File: src/rtl/clk_tick_monitor.sv
// Divided-clock period monitor: measures MON_IN rise-to-rise period in CLK
// cycles, locks after consecutive good periods, flags off-frequency/missing edges.
//
// Ports:
//   CLK          block clock; MON_IN is sampled here
//   RST_N        asynchronous active-low reset
//   MON_IN       monitored clock, asynchronous to CLK
//   CLR          sync pulse clearing ERR_STICKY and ERR_COUNT
//   PERIOD       last measured period in CLK cycles
//   PERIOD_VALID 1-cycle pulse when PERIOD updates
//   LOCKED       high while the FSM is in LOCK (registered)
//   MISSING      no rising edge seen for 2*EXP_PERIOD cycles
//   ERR_STICKY   set on any fault, cleared by CLR
//   ERR_COUNT    saturating fault counter
module clk_tick_monitor #(
  parameter int unsigned EXP_PERIOD = 44,
  parameter int unsigned TOL        = 2,
  parameter int unsigned LOCK_CNT   = 4,
  parameter int unsigned CNT_W      = 8
) (
  input  logic             CLK,
  input  logic             RST_N,
  input  logic             MON_IN,
  input  logic             CLR,
  output logic [CNT_W-1:0] PERIOD,
  output logic             PERIOD_VALID,
  output logic             LOCKED,
  output logic             MISSING,
  output logic             ERR_STICKY,
  output logic [7:0]       ERR_COUNT
);

  localparam int unsigned GC_W = $clog2(LOCK_CNT + 1);

  localparam logic [CNT_W-1:0] P_LO  = CNT_W'(EXP_PERIOD - TOL);
  localparam logic [CNT_W-1:0] P_HI  = CNT_W'(EXP_PERIOD + TOL);
  localparam logic [CNT_W-1:0] P_TMO = CNT_W'(2 * EXP_PERIOD);
  localparam logic [CNT_W-1:0] P_MAX = '1;
  localparam logic [GC_W-1:0]  GC_LK = GC_W'(LOCK_CNT);

  typedef enum logic [1:0] {
    IDLE = 2'd0,
    ACQ  = 2'd1,
    LOCK = 2'd2
  } state_e;

  state_e           state_q, state_d;
  logic             s1_q, s2_q, s3_q;
  logic [CNT_W-1:0] cnt_q, cnt_d;
  logic [GC_W-1:0]  gc_q, gc_d;
  logic [CNT_W-1:0] period_q, period_d;
  logic             pv_q, pv_d;
  logic             locked_q, locked_d;
  logic             missing_q, missing_d;
  logic             sticky_q, sticky_d;
  logic [7:0]       ecnt_q, ecnt_d;

  logic rise, good, tmo, fault;

  always_comb begin
    rise = s2_q & ~s3_q;
    good = (cnt_q >= P_LO) && (cnt_q <= P_HI);
    // cnt keeps running past P_TMO, so this fires once per gap
    tmo  = (cnt_q == P_TMO) && !rise;

    if (rise)
      cnt_d = CNT_W'(1);
    else if (cnt_q == P_MAX)
      cnt_d = cnt_q;
    else
      cnt_d = cnt_q + CNT_W'(1);

    missing_d = missing_q;
    if (rise)
      missing_d = 1'b0;
    else if (tmo)
      missing_d = 1'b1;
  end

  always_comb begin
    state_d  = state_q;
    gc_d     = gc_q;
    period_d = period_q;
    pv_d     = 1'b0;
    fault    = 1'b0;

    unique case (state_q)
      IDLE: begin
        if (rise) begin
          state_d = ACQ;
          gc_d    = '0;
        end
      end
      ACQ: begin
        if (rise) begin
          period_d = cnt_q;
          pv_d     = 1'b1;
          if (good) begin
            gc_d = gc_q + GC_W'(1);
            if (gc_q + GC_W'(1) == GC_LK)
              state_d = LOCK;
          end else begin
            gc_d  = '0;
            fault = 1'b1;
          end
        end else if (tmo) begin
          state_d = IDLE;
          gc_d    = '0;
          fault   = 1'b1;
        end
      end
      LOCK: begin
        if (rise) begin
          period_d = cnt_q;
          pv_d     = 1'b1;
          if (!good) begin
            state_d = ACQ;
            gc_d    = '0;
            fault   = 1'b1;
          end
        end else if (tmo) begin
          state_d = IDLE;
          gc_d    = '0;
          fault   = 1'b1;
        end
      end
      default: begin
        state_d = IDLE;
        gc_d    = '0;
      end
    endcase

    locked_d = (state_q == LOCK);

    // a fault coinciding with CLR survives as the first new fault
    sticky_d = sticky_q;
    ecnt_d   = ecnt_q;
    if (CLR) begin
      sticky_d = fault;
      ecnt_d   = fault ? 8'd1 : 8'd0;
    end else if (fault) begin
      sticky_d = 1'b1;
      if (ecnt_q != 8'hFF)
        ecnt_d = ecnt_q + 8'd1;
    end
  end

  always_ff @(posedge CLK or negedge RST_N) begin
    if (!RST_N) begin
      s1_q      <= 1'b0;
      s2_q      <= 1'b0;
      s3_q      <= 1'b0;
      state_q   <= IDLE;
      cnt_q     <= '0;
      gc_q      <= '0;
      period_q  <= '0;
      pv_q      <= 1'b0;
      locked_q  <= 1'b0;
      missing_q <= 1'b0;
      sticky_q  <= 1'b0;
      ecnt_q    <= '0;
    end else begin
      s1_q      <= MON_IN;
      s2_q      <= s1_q;
      s3_q      <= s2_q;
      state_q   <= state_d;
      cnt_q     <= cnt_d;
      gc_q      <= gc_d;
      period_q  <= period_d;
      pv_q      <= pv_d;
      locked_q  <= locked_d;
      missing_q <= missing_d;
      sticky_q  <= sticky_d;
      ecnt_q    <= ecnt_d;
    end
  end

  assign PERIOD       = period_q;
  assign PERIOD_VALID = pv_q;
  assign LOCKED       = locked_q;
  assign MISSING      = missing_q;
  assign ERR_STICKY   = sticky_q;
  assign ERR_COUNT    = ecnt_q;

endmodule
File: config.mk
export PLATFORM = sky130hd
export DESIGN_NAME = clk_tick_monitor
export DESIGN_NICKNAME = d
export VERILOG_FILES = /design/src/rtl/clk_tick_monitor.sv
export SDC_FILE = /design/constraint.sdc
export NUM_CORES = 1
export LEC_CHECK = 0
export CORE_ASPECT_RATIO = 0.7
export CORE_UTILIZATION = 49
export DETAILED_ROUTE_END_ITERATION = 8
export PLACE_DENSITY = 0.81
export SYNTH_ARGS = -nofsm -noshare
export SYNTH_HDL_FRONTEND = slang
export SYNTH_SLANG_ARGS = --single-unit
File: constraint.sdc
create_clock -name CLK -period 2.9 [get_ports CLK]
set_clock_uncertainty 0.15 [all_clocks]
set_input_delay 0.435 -clock CLK [delete_from_list [all_inputs] [get_ports CLK]]
set_output_delay 0.435 -clock CLK [all_outputs]
set_load 0.005 [all_outputs]
After elaboration in Yosys (flattened, before gate mapping)
Index checks and enable logic that the tools add are counted.
{ "word_totals": {"reg_bits": 36, "input_bits": 4, "output_inout_bits": 20, "word_cells": 73} }
{ "op_classes": {"addsub": 3, "order_cmp": 2, "eq_ne": 11, "muxes": 31, "n_bitwise": 2, "reduce_logical": 12} }
{ "op_table": {"columns": ["cell", "count"], "rows": [
  ["2-to-1 mux 8 bit", 5],
  ["2-to-1 mux 3 bit", 6],
  ["adder 8 x 1 -> 8 bit, second input constant", 2],
  ["2-to-1 mux 2 bit", 7],
  ["2-to-1 mux 1 bit", 11],
  ["inequality test 3 bit, second input constant", 3],
  ["case mux 3 bit (3 select lines)", 1],
  ["== test 8 x 7 -> 1 bit, second input constant", 1],
  ["== test 8 bit, second input constant", 1],
  [">= comparator 8 x 6 -> 1 bit, second input constant", 1],
  ["less-or-equal comparator 8 x 6 -> 1 bit, second input constant", 1],
  ["inequality test 8 bit, second input constant", 1],
  ["case mux 2 bit (3 select lines)", 1],
  ["AND reduction 2 bit", 3],
  ["nonzero test 2 bit", 3],
  ["inequality test 2 bit, second input constant", 2],
  ["AND reduction 4 bit", 1],
  ["adder 3 x 1 -> 3 bit, second input constant", 1],
  ["== test 3 bit, second input constant", 1],
  ["== test 2 x 1 -> 1 bit, second input constant", 1],
  ["== test 2 bit, second input constant", 1],
  ["logical AND 1 bit", 2],
  ["zero test 2 bit", 1],
  ["OR reduction 2 bit", 1],
  ["3 further kinds", 3]
]} }

Logic depth before layout (Yosys ltp)
{ "depth": {"depth_word": 9, "ltp_mapped": 8, "depth_no_buf": 7} }

Worst setup path after synthesis
OpenSTA, ideal clock, no wires.
{ "synth_path": {"path_kind": "register to register", "start": "register cnt_q[2]", "end": "register ecnt_q[4] (netlist: ERR_COUNT[4])", "arrival_ns": 1.838, "required_time_ns": 2.622, "path_slack_ns": 0.785, "stages_incl_launch_ff": 8, "cell_sequence": "dfrtp_1 > buf_6 > and4_4 > buf_6 > or4_4 > o211ai_4 > nor4b_1 > mux2_1"} }
{ "synth_between": {"elab_chain_cells": 7} }
{ "synth_rtl": {"columns": ["item", "line", "source"], "rows": [
  ["start: declaration", "49", "logic [CNT_W-1:0] cnt_q, cnt_d;"],
  ["start signal: assignment", "167", "cnt_q <= cnt_d;"],
  [">= comparator 8 x 6 -> 1 bit (tied with other cells)", "62", "good = (cnt_q >= P_LO) && (cnt_q <= P_HI);"],
  ["logical AND 1 bit (on tied branches)", "62, 64", null],
  ["2-to-1 mux 1 bit (on tied branches)", null, null],
  ["2-to-1 mux 1 bit (*)", "113", "if (rise) begin"],
  ["2-to-1 mux 1 bit (*)", null, null],
  ["nonzero test 2 bit (no source line) (*)", null, null],
  ["AND reduction 2 bit (no source line) (*)", null, null],
  ["end signal: assignment", "174", "ecnt_q <= ecnt_d;"],
  ["end: declaration", "56", "logic [7:0] ecnt_q, ecnt_d;"]
]} }
Every way passes the cells marked *; elsewhere a longest branch is shown, timed or not.
A chain may end at the register's enable or synchronous reset.

Worst setup path in the final report
{ "layout_path": {"start": "register cnt_q[0]", "end": "register ecnt_q[4] (netlist: ERR_COUNT[4])"} }
The elaborated chain is that of the path after synthesis.

==> metrics.txt <==
status finished, final reports clean; Clock transition at path regs 0.07 ns; Mapped Nets 196; Yosys top cell area share 48.2%; CTS root buf clkbuf_8; diode count 0; IO Port Bufs 23; WP depth 7; Crit path buffers/inverters 1; slowest cell on the critical path dfrtp_1; DR WL/cell 14.1 um; # IOs 24; fin nets 219; Flop pwr share 43.2%; TritonCTS Buffers 5; Die Ht 53.7 um; critical path endpoint category flip-flop; global route overflow 0; crit-path cells inv_1 -> ha_1 -> a2bb2oi_1 -> o21ai_0 -> o211ai_4 -> nor4b_1 -> mux2_1; Register-to-Register Path Depth 7; via count 1424; CTS sink cnt 36; initial DRC count 138; routability congestion estimate from global placement 0.824; prevailing post-synth register cell dfrtp_1; clock group share of total power 23.8%; Yosys reg bits 36; final setup vio count 0; crit-path max cell delay 0.43 ns; area grow syn2layout 18.4%; CTS tree done; PwrDens 718 mW/mm^2; peak supply drop 0.000386 V; EDFF count, synth 0; Hold Path Class primary input to asynchronous set/reset pin; Comb power frac 33.1%; die width 75.8 um; switching part of the total 33.9%; vias in the first global route 1298; Initial Util 52.2%; Final period util 80.1%; Synth area leaders dfrtp_1 48%, ha_1 6.7%, mux2_2 3.0%; max cap viols 0; Mapped Area 0.00187 sq mm; LEAKAGE 0.950 nW; DRC violations left 0; Worst EP required 2.93 ns; Slew Limit Headroom 48.7%; Final Power 1.59 mW; Sequential Area 901 sq um; Max Slew Vio Count 0; R2R Setup Slk 0.58 ns; Avg Cell Area, Syn 10.3 sq um; clk_lat worst skew 0.29 ns; pin count of the biggest net entering global routing 37; 1st-pass router iterations 4; RR Startpoint cnt_q[0]$_DFFE_PN0P_; Setup CP Type flip-flop to flip-flop; GR Util All Layers 20.4%; Internal 1.05 mW; core area 0.00358 sq mm; CP startpoint cnt_q[0]$_DFFE_PN0P_; hold slack 0.0589 ns; CTS H-tree lvls 2; synth unique cells 46; first-pass GRT wire length 5980 um; Post-CTS Setup Inserts 0; Peak Freq 0.431 GHz; Worst-Margin Slew 0.770 ns; CTS Buffer Depth 2; RSZ-0062 raised after global routing false; Setup TNS 0 ns; worst reg2reg path endpoint ERR_COUNT[4]$_DFFE_PN0P_; Synth area leader dfrtp_1; vias per inst 5.56; dpl hpwl 2540 um; initial antenna violation count 0; warnings from Yosys 0; Mapped Cells 182; switching power 538 uW; fillers 288; ys async rst share 100%; critical path launch point type flip-flop; multi-input combinational cell area 862 sq um; Post-DRT Antenna Nets 0; share of the yosys chip area belonging to registers 48.2%; CP endpoint ERR_COUNT[4]$_DFFE_PN0P_; cts hold-fix bufs 0; site row count 18; die area 0.00407 sq mm; drt total wl 3620 um; Fin. Hold Viols 0; minimum clock period 2.32 ns; CP max FO 14; post_cts resized 0; fraction of layout cells with a size suffix above 1 11.2%; CP delay by family, top compound AO/OA/AOI/OAI gates; Worst Path Arrival 2.35 ns
-- Yosys cell counts (2+ instances only) --
cell type and instances:
or3_1 3, a211oi_1 3, ha_1 10, o21ai_0 11, a31oi_1 5, nand2_1 15, mux2_2 5, nor2b_1 3
clkbuf_1 6, nor3_1 2, o41ai_1 2, or2_2 2, or4_1 2, o31ai_1 5, o22a_1 2, inv_1 13
buf_6 3, nand2b_1 4, dfrtp_1 36, a21oi_1 7, and3_1 3, nand3_1 4, a311oi_1 2, nor2_1 12
-- cell usage in the layout (no fill, tap or decap), types with 2 or more instances in the layout --
master / Yosys / layout
a211oi_1: 3 / 3
a21oi_1: 7 / 7
a311oi_1: 2 / 2
a31oi_1: 5 / 5
and3_1: 3 / 3
buf_4: 0 / 2
clkbuf_8: 0 / 6
clkdlybuf4s50_1: 0 / 22
clkinvlp_4: 0 / 2
dfrtp_1: 36 / 36
ha_1: 10 / 10
inv_1: 13 / 13
mux2_2: 5 / 5
nand2_1: 15 / 15
nand2b_1: 4 / 4
nand3_1: 4 / 4
nor2_1: 12 / 12
nor2b_1: 3 / 3
nor3_1: 2 / 2
o21ai_0: 11 / 11
o22a_1: 2 / 2
o31ai_1: 5 / 5
o41ai_1: 2 / 2
or2_2: 2 / 2
or3_1: 3 / 3
or4_1: 2 / 2
-- cells by family (layout without fill, tap and decap cells) --
family          after synthesis  after routing  share of synthesized area, %
flops                        36             36                          48.2
buf+inv                      22             46                          5.63
fa+ha+maj                    10             10                          6.70
xor+xnor                      2              2                         0.938
mux                           7              7                          4.15
simple gates                 59             59                          16.9
compound gates               46             46                          17.5
-- worst min path at each step --
stage | start | end | slack (ns)
after CTS | RST_N | ERR_COUNT[6]$_DFFE_PN0P_ | 0.09
after global placement | s1_q$_DFF_PN0_ | s2_q$_DFF_PN0_ | 0.18
final | RST_N | ERR_COUNT[6]$_DFFE_PN0P_ | 0.06
after detailed placement | s1_q$_DFF_PN0_ | s2_q$_DFF_PN0_ | 0.20
after floorplan | RST_N | ERR_COUNT[0]$_DFFE_PN0P_ | -0.01
after global routing | RST_N | cnt_q[6]$_DFFE_PN0P_ | 0.13
-- area by class of cell --
cell class,instances,share of cell area (%)
Sequential cell,36,40.7
Clock inverter,2,0.679
Multi-Input combinational cell,124,39.0
Timing Repair Buffer,25,10.9
Tap cell,50,2.83
Inverter,13,2.21
Clock buffer,6,3.73
-- layer usage --
metal	routed length [um]	up-vias	global-route usage [%]
met4	55	0	8.33
met5	0	-	0
met2	1500	45	28.3
met1	1870	671	29.7
met3	197	7	5.62
li1	-	701	-
-- state kept, by name, summed over array words and instances, names as in the netlist, 2 cells and up --
signal and flops:
PERIOD 8, ERR_COUNT 8, cnt_q 8, gc_q 3, state_q 2
-- per-stage QoR --
| stage | worst slack [ns] | util (%) | cells | instance area [sq um] |
|---|---|---|---|---|
| 2_1_floorplan | 0.785 | - | 182 | 1870 |
| 3_3_place_gp | 0.646 | 59.0 | 248 | 2110 |
| 3_5_place_dp | 0.561 | 59.0 | 248 | 2110 |
| 4_1_cts | 0.552 | 61.8 | 256 | 2210 |
| 5_1_grt | 0.396 | 61.8 | 256 | 2210 |
| 6_report | 0.577 | 61.8 | 256 | 2210 |
-- power by group through the flow --
stage	logic, mW	clock network [mW]	registers, mW
after detailed placement	0.524	0	0.694
after floorplan	0.371	0	0.670
after CTS	0.529	0.390	0.685
after global placement	0.526	0	0.689
after global routing	0.580	0.406	0.703
final	0.525	0.377	0.685
No activity file was read; power rests on OpenSTA's default activity.
